==> src/rtl/led_trail_pwm_if.sv <==
// led_trail_pwm_if: LED pattern in, trail enable and PWM LED drive out
interface led_trail_pwm_if;
  logic [3:0] led_in;
  logic       trail_en;
  logic [3:0] led_out;
  modport master (output led_in, trail_en, input led_out);
  modport slave  (input led_in, trail_en, output led_out);
endinterface

==> src/rtl/led_trail_pwm.sv <==
// led_trail_pwm: drives lit LEDs at full brightness and fades newly dark LEDs linearly via PWM
module led_trail_pwm #(
  parameter int          PWM_BITS   = 8,
  parameter logic [24:0] DECAY_DIV  = 25'd781_250,
  parameter int          DECAY_STEP = 8
) (
  input  logic             sys_clk,
  input  logic             sys_rst,
  led_trail_pwm_if.slave   bus
);
  localparam logic [PWM_BITS-1:0] MAX  = '1;
  localparam logic [PWM_BITS-1:0] STEP = PWM_BITS'(DECAY_STEP);
  logic [PWM_BITS-1:0] pwm_cnt;
  logic [24:0]         decay_cnt;
  logic [PWM_BITS-1:0] level [4];
  logic                tick;
  logic [3:0]          on;
  assign tick = decay_cnt == DECAY_DIV - 25'd1;
  always_comb begin
    on = '0;
    for (int i = 0; i < 4; i++) on[i] = (level[i] == MAX) | (pwm_cnt < level[i]);
  end
  // a lit input wins over both the enable and a coincident tick
  always_ff @(posedge sys_clk) begin
    if (sys_rst) begin
      pwm_cnt     <= '0;
      decay_cnt   <= '0;
      bus.led_out <= 4'b1111;
      for (int i = 0; i < 4; i++) level[i] <= '0;
    end else begin
      pwm_cnt     <= pwm_cnt + 1'b1;
      decay_cnt   <= tick ? 25'd0 : decay_cnt + 25'd1;
      bus.led_out <= ~on;
      for (int i = 0; i < 4; i++)
        level[i] <= !bus.led_in[i] ? MAX :
                    !bus.trail_en  ? '0 :
                    tick           ? (level[i] > STEP ? level[i] - STEP : '0) :
                                     level[i];
    end
  end
endmodule

==> src/flat_wrapper.sv <==
// flat-port wrapper written by rule: the top's interface ports become plain ports
module led_trail_pwm_flat 
#(
  parameter int          PWM_BITS   = 8,
  parameter logic [24:0] DECAY_DIV  = 25'd781_250,
  parameter int          DECAY_STEP = 8
)
  (sys_clk, sys_rst, bus_led_in, bus_trail_en, bus_led_out);
  led_trail_pwm_if bus_i ();
  input  logic sys_clk;
  input  logic sys_rst;
  input wire logic [$bits(bus_i.led_in)-1:0] bus_led_in;
  input wire logic [$bits(bus_i.trail_en)-1:0] bus_trail_en;
  output wire logic [$bits(bus_i.led_out)-1:0] bus_led_out;
  assign bus_i.led_in = bus_led_in;
  assign bus_i.trail_en = bus_trail_en;
  assign bus_led_out = bus_i.led_out;
  led_trail_pwm #(.PWM_BITS(PWM_BITS), .DECAY_DIV(DECAY_DIV), .DECAY_STEP(DECAY_STEP)) u_core (.sys_clk(sys_clk), .sys_rst(sys_rst), .bus(bus_i));
endmodule
==> config.mk <==
export PLATFORM = sky130hd
export DESIGN_NAME = led_trail_pwm_flat
export DESIGN_NICKNAME = d
export VERILOG_FILES = /design/src/rtl/led_trail_pwm_if.sv /design/src/rtl/led_trail_pwm.sv /design/src/flat_wrapper.sv
export SDC_FILE = /design/constraint.sdc
export NUM_CORES = 1
export LEC_CHECK = 0
export ABC_AREA = 1
export BUFFER_PORTS_ARGS = -buffer_cell sky130_fd_sc_hd__buf_2
export CORE_MARGIN = 4
export CORE_UTILIZATION = 39
export CTS_CLUSTER_DIAMETER = 150
export DETAILED_ROUTE_END_ITERATION = 12
export PLACE_DENSITY = 0.54
export SYNTH_ARGS = -nofsm -noshare
export SYNTH_HDL_FRONTEND = slang
export SYNTH_SLANG_ARGS = --single-unit
==> constraint.sdc <==
create_clock -name sys_clk -period 2.3 [get_ports sys_clk]
set_clock_uncertainty 0.15 [all_clocks]
set_input_delay 0.23 -clock sys_clk [delete_from_list [all_inputs] [get_ports sys_clk]]
set_output_delay 0.23 -clock sys_clk [all_outputs]
set_load 0.05 [all_outputs]
# ---- Word level (Yosys, flattened, before mapping)
# Memories as Yosys holds them, arrays and structs flattened.
# Cells that the tools add are included.
dict set report totals {
  ff_bits 37
  ram_bits 32
  inputBits 7
  output_inout_bits 4
  word_cells 56
  n_memories 1
}
dict set report classes {
  addsub 6
  n_lt_le_gt_ge 8
  eq_ne 5
  n_mux 23
  bitwise_logic 9
  reduce_logical 1
}
# name depth word_bits read_ports rd_clocked_by_memory_dff wr line
set memory_table {}
lappend memory_table {u_core.level 4 8 4 0 4 led_trail_pwm.sv:15} ;# logic [PWM_BITS-1:0] level [4];
# op n
set op_table {}
lappend op_table {{8-bit two-way mux} 20}
lappend op_table {{8-bit equality test, second input constant} 4}
lappend op_table {{8-bit by 4-bit greater-than comparator with 1-bit output, second input constant} 4}
lappend op_table {{8-bit less-than comparator} 4}
lappend op_table {{8-bit by 4-bit subtractor with 8-bit output, second input constant} 4}
lappend op_table {{25-bit by 1-bit adder with 25-bit output, second input constant} 1}
lappend op_table {{25-bit by 20-bit equality test with 1-bit output, second input constant} 1}
lappend op_table {{8-bit by 1-bit adder with 8-bit output, second input constant} 1}
lappend op_table {{1-bit OR} 8}
lappend op_table {{4-bit inverter} 1}
lappend op_table {{1-bit two-way mux} 3}
lappend op_table {{2-bit OR reduction} 1}

# ---- Longest topological paths before layout
dict set report depth {
  word_depth 6
  mapped_depth 11
  ltp_nobuf 11
}

# ---- Worst setup path after synthesis
# OpenSTA, ideal clock, no wires.
dict set report synth_timing {
  path_kind {register to register}
  from {register u_core.decay_cnt[0]}
  to {memory u_core.level[2][1], in the netlist u_core.level[0][17]}
  setup_time_ns 0.134
  arrival_time_ns 1.259
  t_required_ns 2.016
  setup_slack_ns 0.758
  stages_incl_launch_ff 11
  path_buffers 0
  period_less_slack_ns 1.542
  cell_sequence {dfxtp_1 > ha_1 > inv_1 > nor2_1 > nand2_1 > nor2_2 > nand3_4 > nand2_4 > nand2_1 > nand2_1 > a21oi_1}
}
# element line
set synth_lines {}
lappend synth_lines {{start: declaration} led_trail_pwm.sv:14} ;# logic [24:0] decay_cnt;
lappend synth_lines {{start signal: assignment} led_trail_pwm.sv:32} ;# decay_cnt <= tick ? 25'd0 : decay_cnt + 25'd1;
lappend synth_lines {{end: declaration} led_trail_pwm.sv:15}

# ---- Final worst setup path
dict set report layout_timing {
  from {register u_core.decay_cnt[0]}
  to {register u_core.decay_cnt[14]}
}
dict set report layout_via {
  elab_chain_len 2
}
# element
set layout_rtl {}
lappend layout_rtl {{parallel branches: the longest is 2 deep, another holds 25-bit by 1-bit adder with 25-bit output}}
# Parallel ways; which one is timed is not known.
# A chain may end at the register's enable or synchronous reset.

==> results.txt <==
non-filler cells, final: 695
Critical Path AT: 1.85 ns
routed len/inst: 12.6 microns
final instance area: 4200 sq um
distinct cell type count after synthesis: 33
Antenna Nets Post-Route: 0
Final Max Slew Viols: 0
CP Capture Type: flip-flop
core region area: 9370 sq um
die area: 11400 sq um
CP Launch Type: flip-flop
fill count: 1003
Layout area overhead: 10.1%
Max Cap Viol: 0
Worst Hold Class: in2reg
die span in y: 107 microns
PortBufs: 10
placed cell area: 4000 sq um
TritonCTS Buffers: 9
EDFF count, synth: 0
status: completed
Synth Net Count: 584
Sink Count: 61
RSZ-0062 raised after global routing: no
Post-CTS Setup Bufs: 0
Req. time, crit path: 2.37 ns
GRT Total Usage: 16.4%
fmax: 0.562 GHz
actual slew at the worst max-slew pin: 0.379 ns
worst skew pair latency: 0.34 ns
part of the Yosys area used for sequential elements: 32.0%
hold violation count in the final report: 0
Remaining Overflow, GRT: 0
DRT iter0 DRCs: 76
Yosys reg bits: 61
num rows: 35
Post-Synth Simple-Gate Area: 32.4%
Mapped Area: 3810 sq um
pin count of the biggest net entering global routing: 26
first-pass iteration count of the detailed router: 4
vias in the first global route: 3187
Async SR Flop Fraction: 0%
Synth Area in Adders: 11.5%
share of cells above drive strength 1: 10.4%
post-synthesis mux area share: 0%
main combinational cell family by area after synthesis: simple AND/OR/NAND/NOR gates
DR vias: 3357
initial core utilization: 40.7%
critical path peak fanout: 24
Synth Warn #: 0
Synth Flop Type: dfxtp_1
hpwl dp: 6610 microns
H-tree levels: 3
root buf cell: clkbuf_8
io pins: 11
Worst-path clk slew: 0.07 ns
Die Wd: 107 microns
Leakage: 1.84 nW
Post-Place Cells: 677
power per cell area: 586 nW/um^2
Synth Area in Compound Gates: 11.5%
Crit Path Class: reg2reg
Antenna Cells: 0
initial antenna violation count: 0
Setup violations, final: 0
final worst path period need: 1.78 ns
Post-Synthesis Cells: 542
vias per cell: 4.83
first-pass GRT wire length: 15000 microns
period utilization: 77.4%
XOR/XNOR share of the synthesized area: 5.06%
Max-Slew Margin vs Limit: 74.7%
CTS tree: done
Syn Area/Cell: 7.03 sq um
Nets: 603
total wire length: 8760 microns
final hold slack: 0.0257 ns
Peak VDD IR: 0.239 mV
gp weighted congestion: 0.856
clk buf depth: 2
# DRC: 0
Final TNS setup: 0 ns
total power: 2.46 mW
[power breakdown]
group | internal, mW | switching, mW
combinational | 0.151 | 0.257
sequential | 1.11 | 0.0597
clock | 0.445 | 0.436
total | 1.71 | 0.752
[worst max-delay path: stages, from the launching register on]
cell     delay, ns
dfxtp_1       0.39
ha_1          0.16
inv_1         0.04
nor2_1        0.08
nand2_1       0.06
nor2_2        0.13
nand3_4       0.19
nand2_4       0.28
a21oi_1       0.07
o21a_1        0.11
[logic make-up (layout without fill, tap and decap cells)]
| logic type | after synthesis | after routing |
|---|---|---|
| compound gates | 83 | 83 |
| xor+xnor | 22 | 22 |
| fa+ha+maj | 35 | 35 |
| buf+inv | 71 | 95 |
| flops | 61 | 61 |
| simple gates | 270 | 270 |
[layer usage]
layer | global-route usage, % | vias to the layer above | part of all wire, %
met3 | 3.43 | 9 | 3.7
met1 | 21.6 | 1510 | 49
met5 | 0 | - | 0
met4 | 5.48 | 0 | 1.1
li1 | - | 1800 | -
met2 | 26.6 | 38 | 46
[cell usage after synthesis, types with 2 or more instances]
library cell | number | area, sq um
clkbuf_1 | 3 | 11.3
nor2_2 | 3 | 18.8
nand3_1 | 22 | 110
inv_2 | 6 | 22.5
inv_1 | 57 | 214
nand2_4 | 6 | 67.6
ha_1 | 35 | 438
nor3_1 | 6 | 30.0
nor2_4 | 5 | 56.3
xnor2_1 | 6 | 52.6
dfxtp_1 | 61 | 1220
nand4_1 | 9 | 56.3
nand3b_1 | 2 | 15.0
or2_2 | 3 | 18.8
a211oi_1 | 4 | 30.0
o21a_1 | 2 | 15.0
nor2_1 | 92 | 345
nand3_2 | 3 | 30.0
o21ai_0 | 31 | 155
buf_6 | 2 | 22.5
o21ai_1 | 9 | 45.0
nor4_1 | 2 | 12.5
a21oi_1 | 35 | 175
xor2_1 | 16 | 140
nand2_1 | 113 | 424
inv_4 | 2 | 12.5
[sequential cells by signal, summed over array words and instances (netlist names)]
register            flops
u_core.decay_cnt       25
u_core.level           24
u_core.bus.led_out      4
u_core.pwm_cnt          8
[final cells by class]
cell class                 instances  area [sq um]  share of cell area (%)
multi-input combinational        410          2300                    54.9
sequential                        61          1220                    29.1
inverter                          65           249                    5.93
tap                              129           161                    3.85
clock buffer                      12           155                    3.70
timing repair buffer              14          85.1                    2.03
clock inverter                     4          22.5                   0.537
[path summary, 6_finish.rpt]
| kind | startpoint | slack, ns | depth (start not counted) | endpoint |
|---|---|---|---|---|
| setup / recovery | u_core.decay_cnt[0]$_SDFF_PP0_ | 0.52 | 9 | u_core.decay_cnt[14]$_SDFF_PP0_ |
| hold / removal | bus_led_in[0] | 0.03 | 2 | u_core.level[0][1]$_SDFFE_PP0P_ |
| setup reg to reg | u_core.decay_cnt[0]$_SDFF_PP0_ | 0.52 | 9 | u_core.decay_cnt[14]$_SDFF_PP0_ |
| hold reg to reg | u_core.decay_cnt[22]$_SDFF_PP0_ | 0.33 | 2 | u_core.decay_cnt[22]$_SDFF_PP0_ |
[metrics by stage]
| step | setup slack [ns] | utilization, % |
|---|---|---|
| after detailed placement | 0.519 | 42.7 |
| after floorplan | 0.758 | - |
| after global placement | 0.555 | 42.7 |
| after global routing | 0.379 | 44.8 |
| after CTS | 0.492 | 44.8 |
| final | 0.519 | 44.8 |
[repair_timing]
action,4_1_cts,5_1_grt
hold buffers,2,0
endpoints found under the hold margin,2,0
gates resized for setup,0,0
endpoints found under the setup margin,0,0
[cells in the final DEF, fill, tap and decap left out, types with 5 or more instances in the layout]
cell type,Yosys,routed
xor2_1,16,16
inv_1,57,57
nor3_1,6,6
dfxtp_1,61,61
xnor2_1,6,6
inv_2,6,6
o21ai_1,9,9
o21ai_0,31,31
nor2_4,5,5
nand2_4,6,6
buf_2,0,10
ha_1,35,35
nor2_1,92,92
a21oi_1,35,35
nand2_1,113,113
nand4_1,9,9
clkbuf_8,0,11
nand3_1,22,22
Power figures use the tool's default switching activity.
